[config.mk]
export PLATFORM = sky130hd
export DESIGN_NAME = mem_port_arbiter
export DESIGN_NICKNAME = d
export VERILOG_FILES = /design/src/rtl/mem_port_arbiter.sv
export SDC_FILE = /design/constraint.sdc
export NUM_CORES = 1
export LEC_CHECK = 0
export CAP_MARGIN = 10
export CORE_MARGIN = 8
export CORE_UTILIZATION = 40
export CTS_CLUSTER_DIAMETER = 200
export DETAILED_ROUTE_END_ITERATION = 10
export GPL_ROUTABILITY_DRIVEN = 0
export GPL_TIMING_DRIVEN = 0
export PLACE_DENSITY = 0.92
export SLEW_MARGIN = 20
export SYNTH_ARGS = -nofsm -noshare
export SYNTH_HDL_FRONTEND = slang
export SYNTH_SLANG_ARGS = --single-unit
[constraint.sdc]
create_clock -name clk -period 2.1 [get_ports clk]
set_clock_uncertainty 0.2 [all_clocks]
set_input_delay 0.21 -clock clk [delete_from_list [all_inputs] [get_ports clk]]
set_output_delay 0.21 -clock clk [all_outputs]
set_load 0.01 [all_outputs]
[src/rtl/mem_port_arbiter.sv]
// mem_port_arbiter: round-robin arbiter sharing one multi-cycle memory port between fetch and load/store
module mem_port_arbiter #(
  parameter int ADDR_WIDTH = 32,
  parameter int DATA_WIDTH = 32,
  parameter int TIMEOUT    = 16
) (
  input  logic                  clk,
  input  logic                  rst,
  input  logic                  i_req,
  input  logic [ADDR_WIDTH-1:0] i_addr,
  output logic                  i_gnt,
  output logic                  i_rvalid,
  output logic [DATA_WIDTH-1:0] i_rdata,
  output logic                  i_err,
  input  logic                  d_req,
  input  logic                  d_we,
  input  logic [2:0]            d_mem_op,
  input  logic [ADDR_WIDTH-1:0] d_addr,
  input  logic [DATA_WIDTH-1:0] d_wdata,
  output logic                  d_gnt,
  output logic                  d_rvalid,
  output logic [DATA_WIDTH-1:0] d_rdata,
  output logic                  d_err,
  output logic                  mem_req,
  output logic                  mem_we,
  output logic [2:0]            mem_op,
  output logic [ADDR_WIDTH-1:0] mem_addr,
  output logic [DATA_WIDTH-1:0] mem_wdata,
  input  logic                  mem_ready,
  input  logic                  mem_rvalid,
  input  logic [DATA_WIDTH-1:0] mem_rdata
);
  localparam logic [1:0] IDLE  = 2'd0;
  localparam logic [1:0] ISSUE = 2'd1;
  localparam logic [1:0] WAIT  = 2'd2;
  localparam int CW = $clog2(TIMEOUT);
  localparam logic [CW-1:0] LAST = CW'(TIMEOUT - 1);
  logic [1:0]    state;
  logic          owner;
  logic          last_owner;
  logic [CW-1:0] cnt;
  logic          idle;
  logic          abort;
  logic          done;
  // grants only in IDLE; a conflict goes to whoever did not own the previous transaction (owner 1 = D)
  always_comb begin
    idle  = state == IDLE;
    i_gnt = idle & i_req & (~d_req | last_owner);
    d_gnt = idle & d_req & (~i_req | ~last_owner);
    abort = ~idle & (cnt == LAST) & ~(state == WAIT & mem_rvalid);
    done  = (state == WAIT & mem_rvalid) | abort;
  end
  // transaction sequencing, timeout counting and response routing
  always_ff @(posedge clk) begin
    if (rst) begin
      state      <= IDLE;
      owner      <= 1'b0;
      last_owner <= 1'b1;
      cnt        <= '0;
      mem_req    <= 1'b0;
      mem_we     <= 1'b0;
      mem_op     <= '0;
      mem_addr   <= '0;
      mem_wdata  <= '0;
      i_rvalid   <= 1'b0;
      i_rdata    <= '0;
      i_err      <= 1'b0;
      d_rvalid   <= 1'b0;
      d_rdata    <= '0;
      d_err      <= 1'b0;
    end else begin
      i_rvalid <= 1'b0;
      i_err    <= 1'b0;
      d_rvalid <= 1'b0;
      d_err    <= 1'b0;
      if (idle) begin
        if (i_gnt | d_gnt) begin
          state      <= ISSUE;
          owner      <= d_gnt;
          last_owner <= d_gnt;
          cnt        <= '0;
          mem_req    <= 1'b1;
          mem_we     <= d_gnt & d_we;
          mem_op     <= d_gnt ? d_mem_op : 3'b010;
          mem_addr   <= d_gnt ? d_addr : i_addr;
          mem_wdata  <= d_gnt ? d_wdata : '0;
        end
      end else begin
        cnt <= cnt + 1'b1;
        if (done) begin
          state   <= IDLE;
          mem_req <= 1'b0;
          if (owner) begin
            d_rvalid <= 1'b1;
            d_err    <= abort;
            d_rdata  <= abort ? '0 : mem_rdata;
          end else begin
            i_rvalid <= 1'b1;
            i_err    <= abort;
            i_rdata  <= abort ? '0 : mem_rdata;
          end
        end else if (state == ISSUE && mem_ready) begin
          mem_req <= 1'b0;
          state   <= WAIT;
        end
      end
    end
  end
endmodule

Word level (Yosys, flattened, before mapping):

Cells that the tools add are included.

* bitwise logic cells: 19
* reduce and logical (&&, ||, !) cells: 10
* equal/unequal tests: 4
* mux-type cells: 16
* add/subtract/negate cells: 1

Operators with widths (count)
* $mux W32: 3
* $and A1 B1 Y1: 8
* $mux W2: 4
* $mux W4: 2
* $reduce_or A4 Y1: 2
* $not A1 Y1: 7
* $mux W1: 6
* $reduce_and A3 Y1: 2
* $add A4 B1 Y4 const B: 1
* $eq A4 B4 Y1 const B: 1
* $or A1 B1 Y1: 4
* $reduce_and A2 Y1: 2
* $mux W3: 1
* $reduce_bool A3 Y1: 1
* $reduce_or A3 Y1: 1
* $eq A2 B1 Y1 const B: 1
* $eq A2 B2 Y1 const B: 1
* $logic_not A2 Y1: 1
* $ne A2 B1 Y1 const B: 1
* $logic_and A1 B1 Y1: 1

* output and inout bits: 139
* register bits: 145

Longest topological paths before layout:

* depth after elaboration: 7
* mapped depth: 7
* mapped depth without buffers: 5

Worst setup path after synthesis:

Ideal clock, no wire load.

* kind: flip-flop to flip-flop
* from: register cnt[0]
* to: register d_rdata[25]
* data arrival time: 1.438 ns
* period minus slack after synthesis: 1.708 ns
* setup time: 0.070 ns
* stages on the path, launching flop included: 8
* setup slack: 0.392 ns
* data required time: 1.830 ns
* buffers on the path: 2
* cell sequence: dfxtp_1 > ha_1 > and3_1 > o21ai_1 > buf_2 > buf_2 > nand3_1 > a21oi_1

* longest elaborated chain between the ends: 5

Ends and longest elaborated chain
* start, declared: line 41 `logic [CW-1:0] cnt;`
* start signal, assigned: line 89 `cnt <= cnt + 1'b1;`
* $eq A4 B4 Y1 *: line 50 `abort = ~idle & (cnt == LAST) & ~(state == WAIT & mem_rvalid);`
* $and A1 B1 Y1 * (2 in series): line 50
* $or A1 B1 Y1: line 51 `done = (state == WAIT & mem_rvalid) | abort;`
* $reduce_and A3 Y1 (no source line)
* end signal, assigned: line 96 `d_rdata <= abort ? '0 : mem_rdata;`
* end, declared: line 22 `output logic [DATA_WIDTH-1:0] d_rdata,`

Mark *: on every way between the ends. The rest lies on a longest branch, timed or not.
A chain may end at the register's enable or synchronous reset.

Final worst setup path:

* from: register cnt[0]
* to: register d_rdata[14]

The elaborated chain is that of the path after synthesis.

==> impl_metrics.xml <==
<?xml version="1.0" encoding="UTF-8"?>
<metrics>
  <group name="outcome">
    <metric name="outcome" unit="">complete, no violations</metric>
  </group>
  <group name="global_routing">
    <metric name="gr-total-overflow" unit="">0</metric>
    <metric name="vias_in_the_first_global_route" unit="">6218</metric>
    <metric name="grt_antenna_before_repair" unit="">0</metric>
    <metric name="groute.usage.overall" unit="%">24.3</metric>
    <metric name="grt_max_degree" unit="">17</metric>
    <metric name="grt_pass1_wl" unit="um">34000</metric>
  </group>
  <group name="setup_path">
    <metric name="timing.rr.end" unit="">d_rdata[14]$_SDFFE_PP0P_</metric>
    <metric name="critical_path_class" unit="">reg2reg</metric>
    <metric name="regToRegStartpoint" unit="">cnt[0]$_SDFFE_PP0P_</metric>
    <metric name="timing.critical_path.required" unit="ns">2.23</metric>
    <metric name="worst-r2r-cell-count" unit="">6</metric>
    <metric name="setup.worst_path.end_class" unit="">register</metric>
    <metric name="setup.reg_to_reg.worst_slack" unit="ns">0.05</metric>
    <metric name="crit_path_max_fanout" unit="">10</metric>
    <metric name="worst-endpoint-arrival" unit="ns">2.18</metric>
    <metric name="timing.critical_path.from_type" unit="">register</metric>
  </group>
  <group name="route">
    <metric name="routed_via_density" unit="">5.25</metric>
    <metric name="drc_marker_count_from_the_first_detailed_route_iteration" unit="">415</metric>
    <metric name="ant_nets" unit="">0</metric>
    <metric name="dr_total_vias" unit="">5943</metric>
    <metric name="wl_per_cell" unit="um">18.8</metric>
    <metric name="wl" unit="um">21300</metric>
    <metric name="remaining_drc_errors" unit="">0</metric>
    <metric name="drt_first_pass_iters" unit="">5</metric>
  </group>
  <group name="floorplan">
    <metric name="rows" unit="">42</metric>
    <metric name="ports" unit="">277</metric>
    <metric name="core-area" unit="mm^2">0.0131</metric>
    <metric name="design.die.area" unit="mm^2">0.0173</metric>
    <metric name="floorplan.die.height" unit="um">132</metric>
    <metric name="die_x" unit="um">132</metric>
    <metric name="initial_utilization" unit="%">40.7</metric>
  </group>
  <group name="logic_synthesis">
    <metric name="yosysSeqAreaShare" unit="%">53.9</metric>
    <metric name="ys_seq_elements" unit="">144</metric>
    <metric name="yosys_warnings" unit="">0</metric>
    <metric name="syn_area" unit="mm^2">0.00535</metric>
    <metric name="synthDistinctLibCells" unit="">29</metric>
    <metric name="number_of_nets_in_the_synthesized_netlist" unit="">783</metric>
    <metric name="synth_cells" unit="">644</metric>
    <metric name="syn-mean-instance-area" unit="um^2">8.30</metric>
  </group>
  <group name="place">
    <metric name="cell_area_placed" unit="mm^2">0.00832</metric>
    <metric name="dpl.cell_count" unit="">1095</metric>
    <metric name="place.detailed.hpwl" unit="um">15900</metric>
    <metric name="port_buffer_count" unit="">275</metric>
  </group>
  <group name="clock_network">
    <metric name="clock-root-buffer" unit="">sky130_fd_sc_hd__clkbuf_16</metric>
    <metric name="clk-insertion-delay-late" unit="ns">0.41</metric>
    <metric name="clock_tree_from_tritoncts" unit="">built</metric>
    <metric name="cts.reportedPaths.clkPinSlew" unit="ns">0.06</metric>
    <metric name="tritoncts_num_sinks" unit="">144</metric>
    <metric name="htreeDepth" unit="">4</metric>
    <metric name="numCtsBuffers" unit="">17</metric>
    <metric name="cts-root-to-sink-buffers" unit="">2</metric>
  </group>
  <group name="cells_and_area">
    <metric name="final.fill_count" unit="">1041</metric>
    <metric name="finalInstanceArea" unit="mm^2">0.00903</metric>
    <metric name="area_delta_synth_final" unit="%">68.8</metric>
    <metric name="finish.net_count" unit="">1082</metric>
    <metric name="finish.cell_count_without_fillers" unit="">1131</metric>
    <metric name="drive_above_1_share" unit="%">8.69</metric>
    <metric name="antenna-diode-count" unit="">0</metric>
  </group>
  <group name="flow_run">
    <metric name="drv.max_cap_violation_count" unit="">0</metric>
  </group>
  <group name="worst_hold_path">
    <metric name="worst_hold_path_type" unit="">in2reg</metric>
    <metric name="min_to" unit="">mem_addr[0]$_SDFFE_PP0P_</metric>
    <metric name="hold_start" unit="">d_addr[0]</metric>
    <metric name="cell_depth_of_the_worst_hold_path" unit="">3</metric>
  </group>
  <group name="timing">
    <metric name="finalHoldViolCount" unit="">0</metric>
    <metric name="slew_viol_final" unit="">0</metric>
    <metric name="final-setup-viol-count" unit="">0</metric>
    <metric name="hold_slack" unit="ns">0.188</metric>
    <metric name="fmax" unit="MHz">487</metric>
    <metric name="period_minus_slack" unit="ns">2.05</metric>
    <metric name="final.period_utilization" unit="%">97.7</metric>
    <metric name="slew_headroom" unit="%">53.3</metric>
    <metric name="timing_worst_slew_pin_value" unit="ns">0.701</metric>
    <metric name="grt_setup_unrepaired" unit="">false</metric>
  </group>
  <group name="power">
    <metric name="irDropWorstVdd" unit="V">0.000645</metric>
    <metric name="cellPowerDensity" unit="mW/mm^2">819</metric>
    <metric name="static-leakage-power" unit="uW">0.00326</metric>
  </group>
</metrics>
cell usage after synthesis:
master | number | area share [%]
sky130_fd_sc_hd__nor2_1 | 103 | 7.2
sky130_fd_sc_hd__clkbuf_1 | 28 | 2.0
sky130_fd_sc_hd__o21ai_0 | 1 | 0.093
sky130_fd_sc_hd__nand3_1 | 70 | 6.6
sky130_fd_sc_hd__inv_2 | 2 | 0.14
sky130_fd_sc_hd__a211oi_2 | 2 | 0.47
sky130_fd_sc_hd__nor4_1 | 34 | 4.0
sky130_fd_sc_hd__nand3_2 | 1 | 0.19
sky130_fd_sc_hd__nand2_1 | 69 | 4.8
sky130_fd_sc_hd__inv_1 | 1 | 0.070
sky130_fd_sc_hd__nor3_1 | 36 | 3.4
sky130_fd_sc_hd__dfxtp_1 | 144 | 54
sky130_fd_sc_hd__a22oi_1 | 36 | 5.1
sky130_fd_sc_hd__nor2_4 | 2 | 0.42
sky130_fd_sc_hd__nor2b_1 | 2 | 0.23
sky130_fd_sc_hd__nand2b_1 | 2 | 0.23
sky130_fd_sc_hd__o211ai_2 | 2 | 0.47
sky130_fd_sc_hd__or2_1 | 1 | 0.12
sky130_fd_sc_hd__and3_1 | 1 | 0.12
sky130_fd_sc_hd__nand2b_4 | 1 | 0.26
sky130_fd_sc_hd__ha_1 | 1 | 0.23
sky130_fd_sc_hd__o21ai_1 | 1 | 0.093
sky130_fd_sc_hd__a21oi_1 | 72 | 6.7
sky130_fd_sc_hd__or2_0 | 1 | 0.12
sky130_fd_sc_hd__nand4_1 | 1 | 0.12
sky130_fd_sc_hd__buf_4 | 2 | 0.28
sky130_fd_sc_hd__buf_2 | 26 | 2.4
sky130_fd_sc_hd__or2_2 | 1 | 0.12
sky130_fd_sc_hd__o21ai_2 | 1 | 0.16
registers in the layout, indices dropped and copies added (netlist names), 2 cells and up:
register and flops:
state 2, mem_wdata 32, mem_op 3, i_rdata 32
mem_addr 32, d_rdata 32, cnt 4
repair_timing:
item | CTS | global route
buffers inserted | 3 | 3
pin swaps | 2 | 2
hold buffers | 0 | 0
setup endpoints to repair | 3 | 64
gates resized for setup | 11 | 21
where the power goes:
group          leakage, uW  internal (uW)  switching (uW)
clock             0.000285           1860            1160
sequential         0.00118           2900             101
combinational      0.00180            705             658
through the flow:
stage / worst slack [ns] / setup TNS [ns] / total power (uW) / util [%]
global placement: -0.360 / -5.12 / 4360 / 63.3
detailed placement: -0.363 / -7.20 / 4380 / 63.3
global route: 0.00220 / 0 / 7700 / 68.7
floorplan: 0.392 / 0 / 3600 / -
finish: 0.0482 / 0 / 7390 / 68.7
CTS: 0.0148 / 0 / 7420 / 68.1
layer usage:
layer | vias up | global-route usage, % | share of wire [%]
li1 | 2840 | - | -
met1 | 2795 | 26.8 | 38
met2 | 275 | 41.3 | 50
met3 | 33 | 9.72 | 10
met4 | 0 | 9.13 | 2.3
met5 | - | 0 | 0
how the worst max path moves through the flow:
stage | from | end | slack, ns | depth (start not counted)
final | cnt[0]$_SDFFE_PP0P_ | d_rdata[14]$_SDFFE_PP0P_ | 0.05 | 6
after global routing | cnt[0]$_SDFFE_PP0P_ | i_rdata[16]$_SDFFE_PP0P_ | 0.002 | 6
after CTS | state[0]$_SDFFE_PP0P_ | i_gnt | 0.01 | 5
after detailed placement | i_req | d_gnt | -0.36 | 6
after global placement | i_req | d_gnt | -0.36 | 6
after floorplan | cnt[0]$_SDFFE_PP0P_ | d_rdata[25]$_SDFFE_PP0P_ | 0.39 | 7
final cells by class:
type	instances	area [um^2]	area share (%)
sequential	144	2890	32.0
timing repair buffer	281	2800	31.0
multi-input combinational	441	2230	24.8
clock buffer	17	425	4.71
buffer	55	278	3.08
tap	176	220	2.44
clock inverter	14	164	1.82
inverter	3	18.8	0.208
critical path: stages (launching register included):
cell	delay [ns]
sky130_fd_sc_hd__dfxtp_1	0.34
sky130_fd_sc_hd__ha_1	0.24
sky130_fd_sc_hd__and3_1	0.27
sky130_fd_sc_hd__o211ai_2	0.35
sky130_fd_sc_hd__buf_2	0.29
sky130_fd_sc_hd__nand2_1	0.11
sky130_fd_sc_hd__a21oi_1	0.17
cell usage in the layout, fill, tap and decap left out, types with 2 or more instances in the layout:
cell type and n:
sky130_fd_sc_hd__a211oi_4 2, sky130_fd_sc_hd__a21oi_1 71, sky130_fd_sc_hd__a22oi_1 36, sky130_fd_sc_hd__buf_2 13, sky130_fd_sc_hd__buf_4 9, sky130_fd_sc_hd__bufinv_16 3
sky130_fd_sc_hd__clkbuf_1 26, sky130_fd_sc_hd__clkbuf_16 17, sky130_fd_sc_hd__clkbuf_2 2, sky130_fd_sc_hd__clkbuf_4 10, sky130_fd_sc_hd__clkdlybuf4s50_1 273, sky130_fd_sc_hd__clkinv_2 5
sky130_fd_sc_hd__clkinvlp_4 3, sky130_fd_sc_hd__dfxtp_1 142, sky130_fd_sc_hd__dfxtp_2 2, sky130_fd_sc_hd__inv_6 2, sky130_fd_sc_hd__nand2_1 69, sky130_fd_sc_hd__nand2b_1 2
sky130_fd_sc_hd__nand3_1 69, sky130_fd_sc_hd__nor2_1 103, sky130_fd_sc_hd__nor2_4 2, sky130_fd_sc_hd__nor2b_1 2, sky130_fd_sc_hd__nor3_1 36, sky130_fd_sc_hd__nor4_1 34
sky130_fd_sc_hd__o211ai_2 2
kinds of logic after synthesis:
group,share of synthesized area (%)
and+or+nand+nor,27.9
DFF,53.9
AOI/OAI and AO/OA,13.1
buffers and inverters,4.89
adders and majority gates,0.234
(Power assumes the default switching activity.)
